$ cat src/rtl/time_mode_ctrl.sv
// time_mode_ctrl: 1 Hz prescaler, key debouncing and stopwatch/timer mode FSM for the clock datapath.
// Define TIME_MODE_CTRL_AUTO_REPEAT_EN to auto-repeat set strobes while the set key is held in TMR_SET.

module time_mode_ctrl_debounce #(
  parameter int unsigned DEBOUNCE_CYCLES = 500000
) (
  input  logic CLOCK_50,
  input  logic reset_n,
  input  logic key_n,
  output logic level,
  output logic press
);
  localparam int unsigned CNT_W = (DEBOUNCE_CYCLES > 1) ? $clog2(DEBOUNCE_CYCLES) : 1;
  localparam logic [CNT_W-1:0] CNT_LAST = CNT_W'(DEBOUNCE_CYCLES - 1);

  logic [1:0]       sync;
  logic [CNT_W-1:0] cnt;
  logic             accept;

  assign accept = (sync[1] != level) && (cnt == CNT_LAST);
  // Accepting a new level while the old one was 1 means the key just went down.
  assign press  = accept && level;

  always_ff @(posedge CLOCK_50 or negedge reset_n) begin
    if (!reset_n) begin
      sync  <= '0;
      cnt   <= '0;
      level <= 1'b1;
    end else begin
      // NOTE: two-flop synchronizer; only sync[1] is safe to use, sync[0] may be metastable.
      sync <= {sync[0], key_n};
      if (sync[1] == level) begin
        cnt <= '0;
      end else if (accept) begin
        level <= sync[1];
        cnt   <= '0;
      end else begin
        cnt <= cnt + 1'b1;
      end
    end
  end
endmodule

module time_mode_ctrl #(
  parameter int unsigned TICK_DIV        = 50000000,
  parameter int unsigned DEBOUNCE_CYCLES = 500000,
  parameter int unsigned REPEAT_CYCLES   = 12500000
) (
  input  logic       CLOCK_50,
  input  logic       reset_n,
  input  logic       mode_timer,
  input  logic       start,
  input  logic       plus,
  input  logic [1:0] field,
  input  logic       key_set_n,
  input  logic       key_clr_n,
  input  logic       tmr_zero,
  output logic       tick,
  output logic       sw_inc,
  output logic       sw_clear,
  output logic       set_inc,
  output logic       set_dec,
  output logic [1:0] set_field,
  output logic       tmr_clear,
  output logic       tmr_load,
  output logic       tmr_dec,
  output logic [1:0] disp_sel,
  output logic       alarm,
  output logic [2:0] state_dbg
);
  typedef enum logic [2:0] {
    SW_STOP   = 3'd0,
    SW_RUN    = 3'd1,
    TMR_SET   = 3'd2,
    TMR_LOAD  = 3'd3,
    TMR_RUN   = 3'd4,
    TMR_PAUSE = 3'd5,
    TMR_DONE  = 3'd6
  } state_t;

  localparam int unsigned PRE_W = (TICK_DIV > 1) ? $clog2(TICK_DIV) : 1;
  localparam logic [PRE_W-1:0] PRE_LAST = PRE_W'(TICK_DIV - 1);

  state_t           state, nxt;
  logic [1:0]       mode_sync, start_sync;
  logic             mode_s, start_s;
  logic             set_level, set_press, clr_level, clr_press;
  logic             rpt_pulse, unused_levels;
  logic [PRE_W-1:0] pre_cnt;
  logic             run_entry;
  logic             n_sw_inc, n_sw_clear, n_set_inc, n_set_dec, n_tmr_clear;
  logic             n_tmr_load, n_tmr_dec, n_alarm;
  logic [1:0]       n_set_field, n_disp_sel;

  always_ff @(posedge CLOCK_50 or negedge reset_n) begin
    if (!reset_n) begin
      mode_sync  <= '0;
      start_sync <= '0;
    end else begin
      mode_sync  <= {mode_sync[0], mode_timer};
      start_sync <= {start_sync[0], start};
    end
  end
  assign mode_s  = mode_sync[1];
  assign start_s = start_sync[1];

  time_mode_ctrl_debounce #(.DEBOUNCE_CYCLES(DEBOUNCE_CYCLES)) u_db_set (
    .CLOCK_50(CLOCK_50), .reset_n(reset_n), .key_n(key_set_n), .level(set_level), .press(set_press)
  );
  time_mode_ctrl_debounce #(.DEBOUNCE_CYCLES(DEBOUNCE_CYCLES)) u_db_clr (
    .CLOCK_50(CLOCK_50), .reset_n(reset_n), .key_n(key_clr_n), .level(clr_level), .press(clr_press)
  );

`ifdef TIME_MODE_CTRL_AUTO_REPEAT_EN
  localparam int unsigned RPT_W = (REPEAT_CYCLES > 1) ? $clog2(REPEAT_CYCLES) : 1;
  localparam logic [RPT_W-1:0] RPT_LAST = RPT_W'(REPEAT_CYCLES - 1);
  logic [RPT_W-1:0] rpt_cnt;

  assign rpt_pulse     = (state == TMR_SET) && !set_level && (rpt_cnt == RPT_LAST);
  assign unused_levels = clr_level;

  always_ff @(posedge CLOCK_50 or negedge reset_n) begin
    if (!reset_n) begin
      rpt_cnt <= '0;
    end else if ((state != TMR_SET) || set_level || set_press || rpt_pulse) begin
      rpt_cnt <= '0;
    end else begin
      rpt_cnt <= rpt_cnt + 1'b1;
    end
  end
`else
  assign rpt_pulse     = 1'b0;
  assign unused_levels = ^{set_level, clr_level};
`endif

  // Restarting the prescaler on run entry makes the first tick a full period away.
  assign run_entry = ((nxt == SW_RUN) || (nxt == TMR_RUN)) &&
                     !((state == SW_RUN) || (state == TMR_RUN));
  assign tick      = (pre_cnt == PRE_LAST);

  always_ff @(posedge CLOCK_50 or negedge reset_n) begin
    if (!reset_n) begin
      pre_cnt <= '0;
    end else if (run_entry || tick) begin
      pre_cnt <= '0;
    end else begin
      pre_cnt <= pre_cnt + 1'b1;
    end
  end

  always_comb begin
    // NOTE: every signal written here gets a default first, so no latch can be inferred.
    nxt         = state;
    n_sw_inc    = 1'b0;
    n_sw_clear  = 1'b0;
    n_set_inc   = 1'b0;
    n_set_dec   = 1'b0;
    n_set_field = set_field;
    n_tmr_clear = 1'b0;
    n_tmr_load  = 1'b0;
    n_tmr_dec   = 1'b0;
    case (state)
      SW_STOP: begin
        if (mode_s)         nxt = TMR_SET;
        else if (start_s)   nxt = SW_RUN;
        else if (clr_press) n_sw_clear = 1'b1;
      end
      SW_RUN: begin
        if (mode_s)        nxt = TMR_SET;
        else if (!start_s) nxt = SW_STOP;
        else               n_sw_inc = tick;
      end
      TMR_SET: begin
        if (!mode_s) begin
          nxt = SW_STOP;
        end else begin
          if (clr_press) begin
            n_tmr_clear = 1'b1;
          end else if ((set_press || rpt_pulse) && (field != 2'd3)) begin
            n_set_inc   = plus;
            n_set_dec   = !plus;
            n_set_field = field;
          end
          if (start_s) begin
            nxt        = TMR_LOAD;
            n_tmr_load = 1'b1;
          end
        end
      end
      TMR_LOAD: nxt = mode_s ? TMR_RUN : SW_STOP;
      TMR_RUN: begin
        if (!mode_s)       nxt = SW_STOP;
        else if (tmr_zero) nxt = TMR_DONE;
        else if (!start_s) nxt = TMR_PAUSE;
        else               n_tmr_dec = tick;
      end
      TMR_PAUSE: begin
        if (!mode_s)        nxt = SW_STOP;
        else if (clr_press) nxt = TMR_SET;
        else if (start_s)   nxt = TMR_RUN;
      end
      TMR_DONE: begin
        if (!mode_s)                                  nxt = SW_STOP;
        else if (set_press || clr_press || !start_s) nxt = TMR_SET;
      end
      default: nxt = SW_STOP;
    endcase

    n_alarm = (nxt == TMR_DONE);
    case (nxt)
      SW_STOP, SW_RUN: n_disp_sel = 2'd0;
      TMR_SET:         n_disp_sel = 2'd1;
      default:         n_disp_sel = 2'd2;
    endcase
  end

  always_ff @(posedge CLOCK_50 or negedge reset_n) begin
    if (!reset_n) begin
      state     <= SW_STOP;
      sw_inc    <= 1'b0;
      sw_clear  <= 1'b0;
      set_inc   <= 1'b0;
      set_dec   <= 1'b0;
      set_field <= 2'd0;
      tmr_clear <= 1'b0;
      tmr_load  <= 1'b0;
      tmr_dec   <= 1'b0;
      disp_sel  <= 2'd0;
      alarm     <= 1'b0;
    end else begin
      state     <= nxt;
      sw_inc    <= n_sw_inc;
      sw_clear  <= n_sw_clear;
      set_inc   <= n_set_inc;
      set_dec   <= n_set_dec;
      set_field <= n_set_field;
      tmr_clear <= n_tmr_clear;
      tmr_load  <= n_tmr_load;
      tmr_dec   <= n_tmr_dec;
      disp_sel  <= n_disp_sel;
      alarm     <= n_alarm;
    end
  end

  assign state_dbg = state;
endmodule

$ cat config.mk
export PLATFORM = sky130hd
export DESIGN_NAME = time_mode_ctrl
export DESIGN_NICKNAME = d
export VERILOG_FILES = /design/src/rtl/time_mode_ctrl.sv
export SDC_FILE = /design/constraint.sdc
export NUM_CORES = 1
export LEC_CHECK = 0
export ABC_CLOCK_PERIOD_IN_PS = 6600
export BUFFER_PORTS_ARGS = -buffer_cell sky130_fd_sc_hd__buf_2
export CAP_MARGIN = 15
export CORE_UTILIZATION = 40
export DETAILED_ROUTE_END_ITERATION = 16
export PLACE_DENSITY = 0.65
export SLEW_MARGIN = 0
export SYNTH_ARGS = -nofsm -noshare
export SYNTH_HDL_FRONTEND = slang
export SYNTH_HIERARCHICAL = 1
export SYNTH_SLANG_ARGS = --single-unit
$ cat constraint.sdc
create_clock -name CLOCK_50 -period 6.6 [get_ports CLOCK_50]
set_clock_uncertainty 0.05 [all_clocks]
set_input_delay 1.32 -clock CLOCK_50 [delete_from_list [all_inputs] [get_ports CLOCK_50]]
set_output_delay 1.32 -clock CLOCK_50 [all_outputs]
set_load 0.005 [all_outputs]
==> impl_summary.md, run 1 <==
Worst setup path
Walking the worst path, the cells encountered are nor4_2 > nand4_2 > or4_4 > nor3b_1 > mux2i_1 > nand4_1 > nand2_1 > o221a_1 > buf_8 > nor3_1. The worst setup path is captured at a flop. The slack of the worst reg-to-reg path is approximately 2.9 ns. STA puts the critical path data arrival time at a little under 4 ns. The critical register-to-register path startpoint is u_db_clr/cnt[11]$_DFF_PN0_.

The critical path class is reg2reg. The worst setup path is launched from a flop. The worst register-to-register path ends at pre_cnt[5]$_DFF_PN0_.

Along the worst path, the maximum fanout reaches 14. The data required time at the worst endpoint is about 7 ns. The cell with the biggest individual delay on the critical path is nor3b_1. The largest single stage delay on the critical path is between 0.6 and 0.7 ns. The worst-case reg-to-reg path depth is 10.

Route
For this run, design rule violations remaining after detail routing come to 0. The total detailed-routing wirelength is about 8300 um. Dividing the detail-routed via count by the number of cells gives roughly 5.3. The detailed-router iteration count before antenna repair is 4. After detailed routing, the average wire length per cell comes to around 14 um.

The first-iteration detailed-routing DRC count is around 100. The remaining number of nets flagged by the antenna check after routing is 0. For this block, the via count after detailed routing is 3073.

Clock network
The clock reaches the later pin of the worst-skew pair after 0.36 ns. The number of CTS-inserted buffers is 9. In this run the deepest clock path goes through 2 buffers.

The clock root buffer master is clkbuf_8. Gates resized during post-CTS repair numbered 0. Clock-pin slew was measured on the worst setup and hold paths at roughly 0.09 ns. TritonCTS built the clock tree. The cts-stage hold buffer count is 0. The total setup buffers inserted after CTS is 0. The sink count of the clock tree is a little under 90. The deepest level of the CTS H-tree is 3.

Floorplanning
The number of top-level pins is 26. The initial standard-cell utilization of the core is 0.410. The full die area is 11500 um2. The vertical die dimension is ~110 um. Measured along the x axis, the die boundary spans ~110 um.

In this run the core area contains 38 standard-cell rows. After floorplanning, the core was sized to cover about 11000 um2.

STA
The worst path needs between 3 and 4 ns of the cycle, external delays included. Setup repair after global routing left no endpoint under its margin. The final setup violation count is 0. The number of endpoints with negative hold slack in the final report came to 0. Final hold analysis gives a worst-case slack of approximately 0.30 ns.

In the finished design, the share of the clock period the worst path needs comes to 0.563. The transition time of the tightest slew-check pin is between 0.8 and 0.9 ns. The total negative slack is 0 ns. For this run, the top clock speed supported by timing is about 0.27 GHz. The count of pins over their slew limit is 0. In this run the tightest slew margin relative to its limit is 0.416.

Hold path
The class of the most critical hold timing path is reg2reg. The launch point of the worst hold path is u_db_set/sync[0]$_DFF_PN0_. The worst hold path was traced through 0 stages. The worst min-delay path endpoint is u_db_set/sync[1]$_DFF_PN0_.

Logic synthesis
The share of cell area taken by muxes after synthesis is 0.0187. The largest family of logic cells by synthesized area is simple AND/OR/NAND/NOR gates. After synthesis the netlist holds a flip-flop and latch count of between 80 and 90. The share of the yosys chip area belonging to registers is 0.504. The number of nets produced by synthesis is 417. The compound-cell area share of the yosys netlist is 0.0424.

The adder-cell share of the synthesized area is 0.00848. The netlist uses between 50 and 60 different library cells. In the synthesized netlist, the number of instances is between 400 and 500. The average cell area after synthesis is about 11 um2.

The number of enable-type register cells in the synthesized netlist is 0. The fraction of registers with async set/reset is 1.00. The synthesized netlist occupies a cell area of ~4400 um2. The simple-gate share of the synthesized area is 0.293. For this run, the leading register cell type out of synthesis is dfrtp_1.

Yosys printed 6 warnings. Of the total synthesized cell area, the portion taken by XOR and XNOR cells is 0.109.

Global routing
For this run, the total global-route usage over all layers was measured as 0.157. The global routing stage identified its most utilized layer as met2. In the global route stage, met1 resource usage came out at 0.216. The number of global-route vias before repair is about 3000. The first global-routing pass estimated about 14000 um of wire. The initial antenna violation count is 0. The met3 track demand over resource is 0.0334. For met2 alone, demand over resource in global routing was 0.242. Summed over all layers, the global routing overflow is 0. Entering global routing, the biggest net connects between 80 and 90 pins.

Place
Port buffering added 25 buffers. The estimated wirelength of the detail-placed design is 5620 um. At the end of routability-driven placement, the weighted congestion stood at roughly 0.84.

Power and ir drop
The worst-case IR drop observed on VDD is roughly 0.14 mV. In this run the power spent charging and discharging nets is between 0.2 and 0.3 mW. The clock network fraction of total power is 0.334. The share of total power dissipated in combinational logic is 0.089. The leakage dissipation is approximately 2.1 nW. The net switching fraction of the power is 0.259. The cell-internal power is a little under 0.8 mW. The sequential cell fraction of total power is 0.577. Power spread over the standard cell area amounts to 216 nW/um2.

Outcome
The flow ran to the end, and the final reports show no timing, DRC or antenna violations.

Finish
The post-layout net count is 447. The fraction of final layout cells sized beyond drive strength 1 is 0.196. The area growth from synthesis to layout is 10.6%. The number of antenna diodes is 0. The layout has about 1000 filler cells.

Run
Max-cap violations in this run came to 0.
[cell usage in the layout, fill, tap and decap left out, drive strengths merged, types with 6 or more instances in the layout]
master	count
nand3	28
buf	29
a21oi	7
dfrtp	87
nor2	56
nor4	15
xnor2	35
inv	9
and3	9
clkbuf	14
xor2	20
nor3	25
nand2	17
or2	6
nand4	22
[synth_stat cells, types with 3 or more instances]
library cell / count / area share
xor2_1: 20 / 0.040
nor3_2: 10 / 0.023
nor4_2: 3 / 0.0085
or2_2: 5 / 0.0071
nand4_1: 17 / 0.024
nor2_1: 56 / 0.047
dfrtp_1: 87 / 0.49
nand3_1: 28 / 0.032
buf_4: 3 / 0.0051
nand2_1: 17 / 0.014
buf_2: 4 / 0.0045
and2_1: 4 / 0.0057
and3_1: 7 / 0.0099
mux2i_1: 3 / 0.0068
xnor2_1: 35 / 0.069
a21oi_1: 6 / 0.0068
and4_1: 4 / 0.0079
nor3b_1: 5 / 0.0085
nor2b_1: 5 / 0.0071
ha_1: 3 / 0.0085
buf_6: 3 / 0.0076
nor3_1: 15 / 0.017
inv_1: 9 / 0.0076
nand4_2: 3 / 0.0085
nor4_1: 10 / 0.014
[power groups by stage]
| stage | registers (mW) | clock network, mW | logic, mW |
|---|---|---|---|
| finish | 0.609 | 0.353 | 0.0941 |
| global route | 0.615 | 0.385 | 0.109 |
| CTS | 0.609 | 0.366 | 0.0933 |
| detailed placement | 0.620 | 0 | 0.0926 |
| global placement | 0.619 | 0 | 0.0887 |
| floorplan | 0.609 | 0 | 0.0706 |
[through the flow]
step                cell area, um2  setup slack (ns)  total power [mW]   util  std cells
floorplan                     4430              3.52             0.680      -        404
CTS                           4850              2.78              1.07  0.450        577
global route                  4900              2.62              1.11  0.454        579
global placement              4670              3.02             0.708  0.433        561
finish                        4900              2.88              1.06  0.454        579
detailed placement            4670              2.83             0.713  0.433        561
[worst max path at each step]
stage | startpoint | end | slack, ns | cells after the start
floorplan | u_db_clr/cnt[11]$_DFF_PN0_ | pre_cnt[13]$_DFF_PN0_ | 3.52 | 11
global placement | u_db_clr/cnt[11]$_DFF_PN0_ | pre_cnt[1]$_DFF_PN0_ | 3.02 | 9
detailed placement | u_db_clr/cnt[11]$_DFF_PN0_ | pre_cnt[3]$_DFF_PN0_ | 2.83 | 9
CTS | u_db_clr/cnt[11]$_DFF_PN0_ | pre_cnt[3]$_DFF_PN0_ | 2.78 | 9
global route | u_db_clr/cnt[11]$_DFF_PN0_ | pre_cnt[5]$_DFF_PN0_ | 2.62 | 10
finish | u_db_clr/cnt[11]$_DFF_PN0_ | pre_cnt[5]$_DFF_PN0_ | 2.88 | 10
[sequential cells by signal, summed over array words and instances (netlist names), 2 cells and up]
name / flops
pre_cnt: 26
u_db_clr/cnt: 19
u_db_set/cnt: 19
state_dbg: 3
disp_sel: 2
mode_sync: 2
set_field: 2
start_sync: 2
u_db_clr/sync: 2
u_db_set/sync: 2
[routing by layer]
| metal | vias up | part of all wire |
|---|---|---|
| li1 | 1489 | - |
| met2 | 59 | 0.46 |
| met4 | 0 | 0.015 |
| met1 | 1513 | 0.49 |
| met5 | - | 0 |
| met3 | 12 | 0.031 |
[critical path, delay by kind of cell, from the launching register on]
family / cells / cell delay, ns
and+or+nand+nor: 7 / 2.16
muxes: 1 / 0.26
buffers and inverters: 1 / 0.25
AOI/OAI and AO/OA: 1 / 0.48
DFF: 1 / 0.43
[cells by family (layout without fill, tap and decap cells)]
group                      after synthesis  in the layout
AOI/OAI and AO/OA                       19             19
xor gates and xnor gates                55             55
adders and majority gates                3              3
buffers and inverters                   19             54
DFF                                     89             89
muxes                                    7              7
and+or+nand+nor                        212            212
[layout make-up]
type	count	area, um2	share of cell area
clock buffers	14	173	0.0353
clock inverters	2	12.5	0.00256
repair buffers	29	185	0.0378
well taps	140	175	0.0358
flip-flops and latches	89	2230	0.455
multi-input cells	296	2090	0.426
inverters	9	33.8	0.00690
Note: power is estimated with default switching activity, not from simulation.
==> run 2, diff against run 1 <==
--- a/config.mk
+++ b/config.mk
@@ -5,12 +5,12 @@
 export SDC_FILE = /design/constraint.sdc
 export NUM_CORES = 1
 export LEC_CHECK = 0
-export ABC_CLOCK_PERIOD_IN_PS = 6600
+export ABC_CLOCK_PERIOD_IN_PS = 3200
 export BUFFER_PORTS_ARGS = -buffer_cell sky130_fd_sc_hd__buf_2
 export CAP_MARGIN = 15
 export CORE_UTILIZATION = 40
 export DETAILED_ROUTE_END_ITERATION = 16
-export PLACE_DENSITY = 0.65
+export PLACE_DENSITY = 0.67
 export SLEW_MARGIN = 0
 export SYNTH_ARGS = -nofsm -noshare
 export SYNTH_HDL_FRONTEND = slang
==> constraint.sdc (replaced) <==
create_clock -name CLOCK_50 -period 3.2 [get_ports CLOCK_50]
set_clock_uncertainty 0.05 [all_clocks]
set_input_delay 0.64 -clock CLOCK_50 [delete_from_list [all_inputs] [get_ports CLOCK_50]]
set_output_delay 0.64 -clock CLOCK_50 [all_outputs]
set_load 0.005 [all_outputs]
==> run 2 against run 1 <==
Net effect:
- register-to-register slack got worse by 2.7 ns
- flip-flop and latch count unchanged
- combinational power increased by 100%
- first-iteration DRC count grew 53%
- largest cell class unchanged
- clock-buffer cell count shrank 4
==> impl_summary.md, run 2 (synthesized netlist as in run 1, its figures left out) <==
Finish
The number of flip-flops in the largest register is 26 (unchanged). Most used cells in the layout excluding fill and tap cells: dfrtp_1 (87), nor2_1 (56), xnor2_1 (35) (unchanged). The most common cell after layout, fill and taps aside is dfrtp_1 (unchanged).

The filler cell count is 986 (was 1011). The number of antenna diodes is 0 (unchanged). The fraction of final layout cells sized beyond drive strength 1 is 0.217 (was 0.196). The area growth from synthesis to layout is 13.2% (was 10.6%). The register with the highest flop count was pre_cnt (unchanged). The post-layout net count is 454 (was 447). Registers with the most flip-flops: pre_cnt: 26 flops, u_db_clr/cnt: 19 flops, u_db_set/cnt: 19 flops (unchanged).

Clock network
The clock transition time at the flip-flop clock pins of the worst setup and hold paths came to 0.10 ns (was 0.09 ns). The sink count of the clock tree is 89 (unchanged). The TritonCTS clock tree is built (unchanged).

The total setup buffers inserted after CTS is 0 (unchanged). The cts-stage hold buffer count is 0 (unchanged). The deepest level of the CTS H-tree is 3 (unchanged). The number of CTS-inserted buffers is 9 (unchanged). The insertion delay to the later sink of the worst-skew pair is 0.36 ns (about the same).

The largest buffer count on any clock path was 2 (unchanged). The number of resized instances in the post-cts repair step is 0 (unchanged). The clock root buffer master is clkbuf_8 (unchanged).

Route
The detailed-router iteration count before antenna repair is 5 (was 4). The average wire per standard cell is 14.4 um (was 14.3 um). The ratio of routed vias to standard cells is 5.38 (was 5.31). The remaining number of nets flagged by the antenna check after routing was 0 (unchanged).

The total number of vias is 3155 (was 3073). The DRC violation count after routing is 0 (unchanged). The total detailed-routing wirelength came to 8450 um (was 8290 um).

The first-iteration detailed-routing DRC count is 158 (was 103).

Worst setup path
The worst-case reg-to-reg path depth came to 10 (unchanged). The endpoint of the lowest-slack register-to-register path is pre_cnt[7]$_DFF_PN0_ (was pre_cnt[5]$_DFF_PN0_). The critical path class is reg2reg (unchanged). The data arrival time of the worst path is 3.20 ns (was 3.94 ns). The largest driver fanout on the critical path was 26 (was 14). The critical path capture point type is a flop (unchanged). The critical register-to-register path startpoint is u_db_set/cnt[7]$_DFF_PN0_ (was u_db_clr/cnt[11]$_DFF_PN0_). The startpoint type of the worst setup path is a flop (unchanged).

The slack of the worst reg-to-reg path is 0.22 ns (was 2.88 ns). The data required time at the worst endpoint is 3.42 ns (was 6.83 ns).

Place
The estimated wirelength of the detail-placed design came to 5880 um (was 5620 um). The final estimated routing congestion in global placement is 0.846 (was 0.842). The port buffer count was 25 (unchanged).

Power and ir drop
The sequential cell fraction of total power is 0.526 (was 0.577). The power share of the combinational group is 0.080 (was 0.089). The maximum vdd ir drop was 0.308 mV (was 0.138 mV). The reported net switching power is 0.581 mW (was 0.273 mW).

The cell-internal power was 1.81 mW (was 0.783 mW). The overall power of the completed layout is 2.39 mW (was 1.06 mW). The clock network fraction of total power is 0.394 (was 0.334). The cell area power density was 477 nW/um2 (was 216 nW/um2). The leakage dissipation is 2.20 nW (was 2.15 nW). The net switching fraction of the power was 0.243 (was 0.259).

STA
RSZ-0062 raised after global routing: no (unchanged). The final period demand of the worst path is 2.98 ns (was 3.72 ns). The number of endpoints with negative hold slack in the final report is 0 (unchanged). The transition time of the tightest slew-check pin came to 0.899 ns (was 0.873 ns).

The final setup violation count is 0 (unchanged). The peak clock frequency supported by timing is 0.335 GHz (was 0.269 GHz). The worst slew margin relative to its limit is 0.399 (was 0.416). The post-route fraction of the period consumed by the critical path is 0.932 (was 0.563). The count of pins over their slew limit is 0 (unchanged). The total negative slack was 0 ns (unchanged).

Hold path
The class of the most critical hold timing path was in2async (was reg2reg).

Floorplanning
The total core area was 10800 um2 (unchanged). The die boundary width came to 107 um (unchanged). The full die area is 11500 um2 (unchanged). The cell row count is 38 (unchanged).

The number of top-level pins came to 26 (unchanged). The initial standard-cell utilization of the core is 0.410 (unchanged). The vertical die dimension is 107 um (unchanged).

Global routing
The first-pass GRT wire length is 14800 um (was 14300 um). The number of global-route vias before repair came to 3096 (was 2982). The aggregate global-route resource usage is 0.165 (was 0.157).

The total grt overflow is 0 (unchanged). The maximum number of pins on one net before global-route repair is 55 (was 89). The initial antenna violation count was 0 (unchanged).

Run
The count of max-cap constraint violations came to 0 (unchanged).

Outcome
Run status: completed (unchanged).
-- run 2: cell count changes in the layout (fill, tap and decap cells not counted), sizes merged --
cell and delta:
buf +7, bufinv +3, clkbuf -4, clkinv -1
clkinvlp +1, inv +1
-- run 2: worst max-delay path by stage --
stage,from,to,slack (ns),cells past startpoint
floorplan,u_db_clr/cnt[11]$_DFF_PN0_,pre_cnt[13]$_DFF_PN0_,0.12,11
global placement,u_db_set/cnt[11]$_DFF_PN0_,pre_cnt[1]$_DFF_PN0_,0.19,10
detailed placement,u_db_set/cnt[11]$_DFF_PN0_,pre_cnt[7]$_DFF_PN0_,0.12,10
CTS,u_db_set/cnt[11]$_DFF_PN0_,pre_cnt[7]$_DFF_PN0_,0.09,10
global route,u_db_set/cnt[7]$_DFF_PN0_,pre_cnt[1]$_DFF_PN0_,0.07,10
finish,u_db_set/cnt[7]$_DFF_PN0_,pre_cnt[7]$_DFF_PN0_,0.22,10
-- run 2: stage by stage --
stage,cell area (um2),instances,hold WS [ns],utilization,worst slack [ns]
2_1_floorplan,4430,404,0.281,-,0.122
3_3_place_gp,4750,570,0.286,0.440,0.187
3_5_place_dp,4750,570,0.287,0.440,0.122
4_1_cts,5000,586,0.276,0.463,0.0918
5_1_grt,5010,586,0.307,0.464,0.0673
6_report,5010,586,0.249,0.464,0.217
-- run 2: final cells by class --
cell class,instances,area (um2),share of cell area
multi-input cells,296,2100,0.419
repair buffers,36,223,0.0445
clock inverters,6,114,0.0227
flip-flops and latches,89,2230,0.445
inverters,9,33.8,0.00674
well taps,140,175,0.0350
clock buffers,10,138,0.0275
-- run 2: worst max-delay path: stages, from the launching register on --
cell and delay (ns):
dfrtp_1 0.40, nor4_2 0.30, nand4_2 0.19, or4_4 0.61
nor3b_2 0.21, and4bb_1 0.24, a21oi_2 0.15, o31ai_4 0.10
o221a_1 0.29, buf_12 0.18, nor3_1 0.18
-- run 2: metal layers --
layer	share of wire	up-vias	global-route usage
met5	0	-	0
met4	0.016	0	0.0763
met3	0.025	8	0.0280
met2	0.47	53	0.253
met1	0.48	1596	0.227
li1	-	1498	-
-- run 2: power by group through the flow --
stage | combinational (mW) | clock (mW) | sequential (mW)
5_1_grt | 0.221 | 1.01 | 1.27
6_report | 0.192 | 0.943 | 1.26
2_1_floorplan | 0.146 | 0 | 1.26
3_5_place_dp | 0.195 | 0 | 1.28
4_1_cts | 0.196 | 0.962 | 1.26
3_3_place_gp | 0.192 | 0 | 1.28
==> run 3, diff against run 2 <==
--- a/config.mk
+++ b/config.mk
@@ -8,9 +8,9 @@
 export ABC_CLOCK_PERIOD_IN_PS = 3200
 export BUFFER_PORTS_ARGS = -buffer_cell sky130_fd_sc_hd__buf_2
 export CAP_MARGIN = 15
-export CORE_UTILIZATION = 40
+export CORE_UTILIZATION = 55
 export DETAILED_ROUTE_END_ITERATION = 16
-export PLACE_DENSITY = 0.67
+export PLACE_DENSITY = 0.85
 export SLEW_MARGIN = 0
 export SYNTH_ARGS = -nofsm -noshare
 export SYNTH_HDL_FRONTEND = slang
==> run 3 against run 2 <==
Net effect:
- final area shrank 2.5%
- register-to-register slack lost 0.06 ns
- worst setup slack lost 0.063 ns
- fmax shrank 2.1%
- clock-buffer cell count shrank 1
- flip-flop and latch count is the same
- global-route usage grew 4.9 points
- via count shrank 0.79%
- core utilization grew 16 points
- clock power shrank 17%
- sequential share of layout area grew 1.1 points
- critical path type unchanged
- highest routed layer unchanged
==> impl_summary.md, run 3 (synthesized netlist as in run 1, its figures left out) <==
Clock network
The deepest level of the CTS H-tree was 3 (unchanged). The clock root buffer master is clkbuf_8 (unchanged). The insertion delay to the later sink of the worst-skew pair is 0.36 ns (about the same).

The number of CTS-inserted buffers is 9 (unchanged). The clock transition time at the flip-flop clock pins of the worst setup and hold paths is 0.09 ns (was 0.10 ns). The largest buffer count on any clock path came to 2 (unchanged). The cts-stage hold buffer count was 0 (unchanged).

The TritonCTS clock tree is built (unchanged). The sink count of the clock tree came to 89 (unchanged).

Worst setup path
The critical register-to-register path startpoint is u_db_set/cnt[12]$_DFF_PN0_ (was u_db_set/cnt[7]$_DFF_PN0_). The data arrival time of the worst path came to 3.26 ns (was 3.20 ns). The buffering stage count on the worst path with inverters included was 1 (unchanged).

The startpoint type of the worst setup path was a flop (unchanged). The critical path capture point type is a flop (unchanged). The endpoint of the lowest-slack register-to-register path is pre_cnt[12]$_DFF_PN0_ (was pre_cnt[7]$_DFF_PN0_). The data required time at the worst endpoint is 3.41 ns (was 3.42 ns). The largest incremental delay on the critical path is 0.61 ns (about the same).

The cell with the biggest individual delay on the critical path was or4_4 (unchanged). The cell family with the largest share of critical-path delay is simple AND/OR/NAND/NOR gates (unchanged). Cells along the critical path: nor4_2 > nand4_2 > or4_4 > nor3b_2 > and4bb_1 > a21oi_2 > o31ai_4 > o221a_1 > buf_12 > nor3_1 (unchanged).

The slack of the worst reg-to-reg path is 0.15 ns (was 0.22 ns). The worst-case reg-to-reg path depth is 10 (unchanged). The critical path class is reg2reg (unchanged).

The largest driver fanout on the critical path is 26 (unchanged).

Finish
The number of flip-flops in the largest register is 26 (unchanged). The post-layout net count is 449 (was 454). Most used cells in the layout excluding fill and tap cells: dfrtp_1 (87), nor2_1 (56), xnor2_1 (35) (unchanged). The most common cell after layout, fill and taps aside is dfrtp_1 (unchanged). The fraction of final layout cells sized beyond drive strength 1 came to 0.209 (was 0.217).

The filler cell count came to 621 (was 986). The register with the highest flop count is pre_cnt (unchanged). The area growth from synthesis to layout came to 10.4% (was 13.2%). Registers with the most flip-flops: pre_cnt: 26 flops, u_db_clr/cnt: 19 flops, u_db_set/cnt: 19 flops (unchanged). The number of antenna diodes was 0 (unchanged).

STA
The worst slew margin relative to its limit came to 0.420 (was 0.399). The peak clock frequency supported by timing is 0.328 GHz (was 0.335 GHz). The transition time of the tightest slew-check pin is 0.867 ns (was 0.899 ns). The final setup violation count is 0 (unchanged).

The number of endpoints with negative hold slack in the final report is 0 (unchanged). RSZ-0062 raised after global routing: no (unchanged). The post-route fraction of the period consumed by the critical path is 0.952 (was 0.932). The final period demand of the worst path is 3.05 ns (was 2.98 ns). The total negative slack is 0 ns (unchanged).

The count of pins over their slew limit is 0 (unchanged).

Place
The final estimated routing congestion in global placement is 0.861 (was 0.846). The port buffer count is 25 (unchanged). The estimated wirelength of the detail-placed design is 5650 um (was 5880 um).

Power and ir drop
The overall power of the completed layout is 2.23 mW (was 2.39 mW). The maximum vdd ir drop is 0.375 mV (was 0.308 mV). The cell area power density is 457 nW/um2 (was 477 nW/um2). The leakage dissipation is 2.16 nW (was 2.20 nW).

Floorplanning
The die boundary width is 91.7 um (was 107 um). The number of top-level pins was 26 (unchanged). The full die area was 8410 um2 (was 11500 um2). The initial standard-cell utilization of the core is 0.570 (was 0.410). The total core area was 7770 um2 (was 10800 um2). The cell row count is 32 (was 38).

The vertical die dimension is 91.7 um (was 107 um).

Route
The first-iteration detailed-routing DRC count came to 206 (was 158). The DRC violation count after routing is 0 (unchanged). The detailed-router iteration count before antenna repair is 4 (was 5). The remaining number of nets flagged by the antenna check after routing is 0 (unchanged). The total detailed-routing wirelength is 8360 um (was 8450 um).

The ratio of routed vias to standard cells is 5.76 (was 5.38). The average wire per standard cell came to 15.4 um (was 14.4 um). The total number of vias is 3130 (was 3155).

Outcome
Run status: completed (unchanged).

Global routing
The total grt overflow was 0 (unchanged). The first-pass GRT wire length is 14400 um (was 14800 um). The number of global-route vias before repair is 3178 (was 3096). The aggregate global-route resource usage is 0.214 (was 0.165). The initial antenna violation count is 0 (unchanged). The maximum number of pins on one net before global-route repair came to 63 (was 55).

Hold path
The class of the most critical hold timing path was in2async (unchanged).

Run
The count of max-cap constraint violations is 0 (unchanged).
## run 3: changes by cell type in the layout (fill, tap and decap cells not counted), sizes merged
cell,change
bufinv,-2
clkbuf,-1
inv,+2
buf,-5
clkinv,+1
## run 3: through the flow
stage	worst slack [ns]	instances	cell area [um2]	util	hold slack (ns)
after floorplan	0.122	404	4430	-	0.281
after global placement	0.199	527	4680	0.602	0.285
after detailed placement	0.0978	527	4680	0.602	0.287
after CTS	0.0804	543	4880	0.628	0.308
after global routing	0.0113	543	4890	0.629	0.311
final	0.154	543	4890	0.629	0.306
## run 3: per-layer routing
layer  wire [um]  part of all wire  track usage  vias up
met2        4180              0.50        0.354       79
met1        3770              0.45        0.283     1545
li1            -                 -            -     1496
met4         131             0.016       0.0938        0
met3         287             0.034       0.0282       10
met5           0                 0            0        -
## run 3: final cells by class
type,count,area (um2),area share
clock buffer,9,124,0.0254
timing repair buffer,31,198,0.0405
tap,102,128,0.0261
multi-input combinational,296,2100,0.429
inverter,9,33.8,0.00691
sequential,89,2230,0.456
clock inverter,7,76.3,0.0156
## run 3: report_power, final
group | switching [mW] | total [mW] | internal [mW]
clock network | 0.413 | 0.781 | 0.368
registers | 0.0775 | 1.26 | 1.18
logic | 0.108 | 0.195 | 0.0871
total | 0.599 | 2.23 | 1.64
## run 3: what timing repair did
item | CTS | global route
setup endpoints to repair | 0 | 10
resized for setup | 0 | 2
buffers inserted | 0 | 0
## run 3: worst max-delay path by stage
stage                                from  slack (ns)                    end  depth (start not counted)
6_report       u_db_set/cnt[12]$_DFF_PN0_        0.15  pre_cnt[12]$_DFF_PN0_                         10
5_1_grt        u_db_set/cnt[11]$_DFF_PN0_        0.01  pre_cnt[12]$_DFF_PN0_                         10
4_1_cts        u_db_set/cnt[12]$_DFF_PN0_        0.08  pre_cnt[12]$_DFF_PN0_                         10
3_5_place_dp   u_db_set/cnt[12]$_DFF_PN0_         0.1  pre_cnt[12]$_DFF_PN0_                         10
3_3_place_gp   u_db_set/cnt[11]$_DFF_PN0_        0.20   pre_cnt[1]$_DFF_PN0_                         10
2_1_floorplan  u_db_clr/cnt[11]$_DFF_PN0_        0.12  pre_cnt[13]$_DFF_PN0_                         11
## run 3: worst reg2reg max path: stages, from the launching register on
cell and delay, ns:
dfrtp_1 0.45, nor4_2 0.30, nand4_2 0.19, or4_4 0.61, nor3b_2 0.19, and4bb_1 0.24, a21oi_2 0.16, o31ai_4 0.11
o221a_1 0.28, buf_12 0.17, nor3_1 0.21
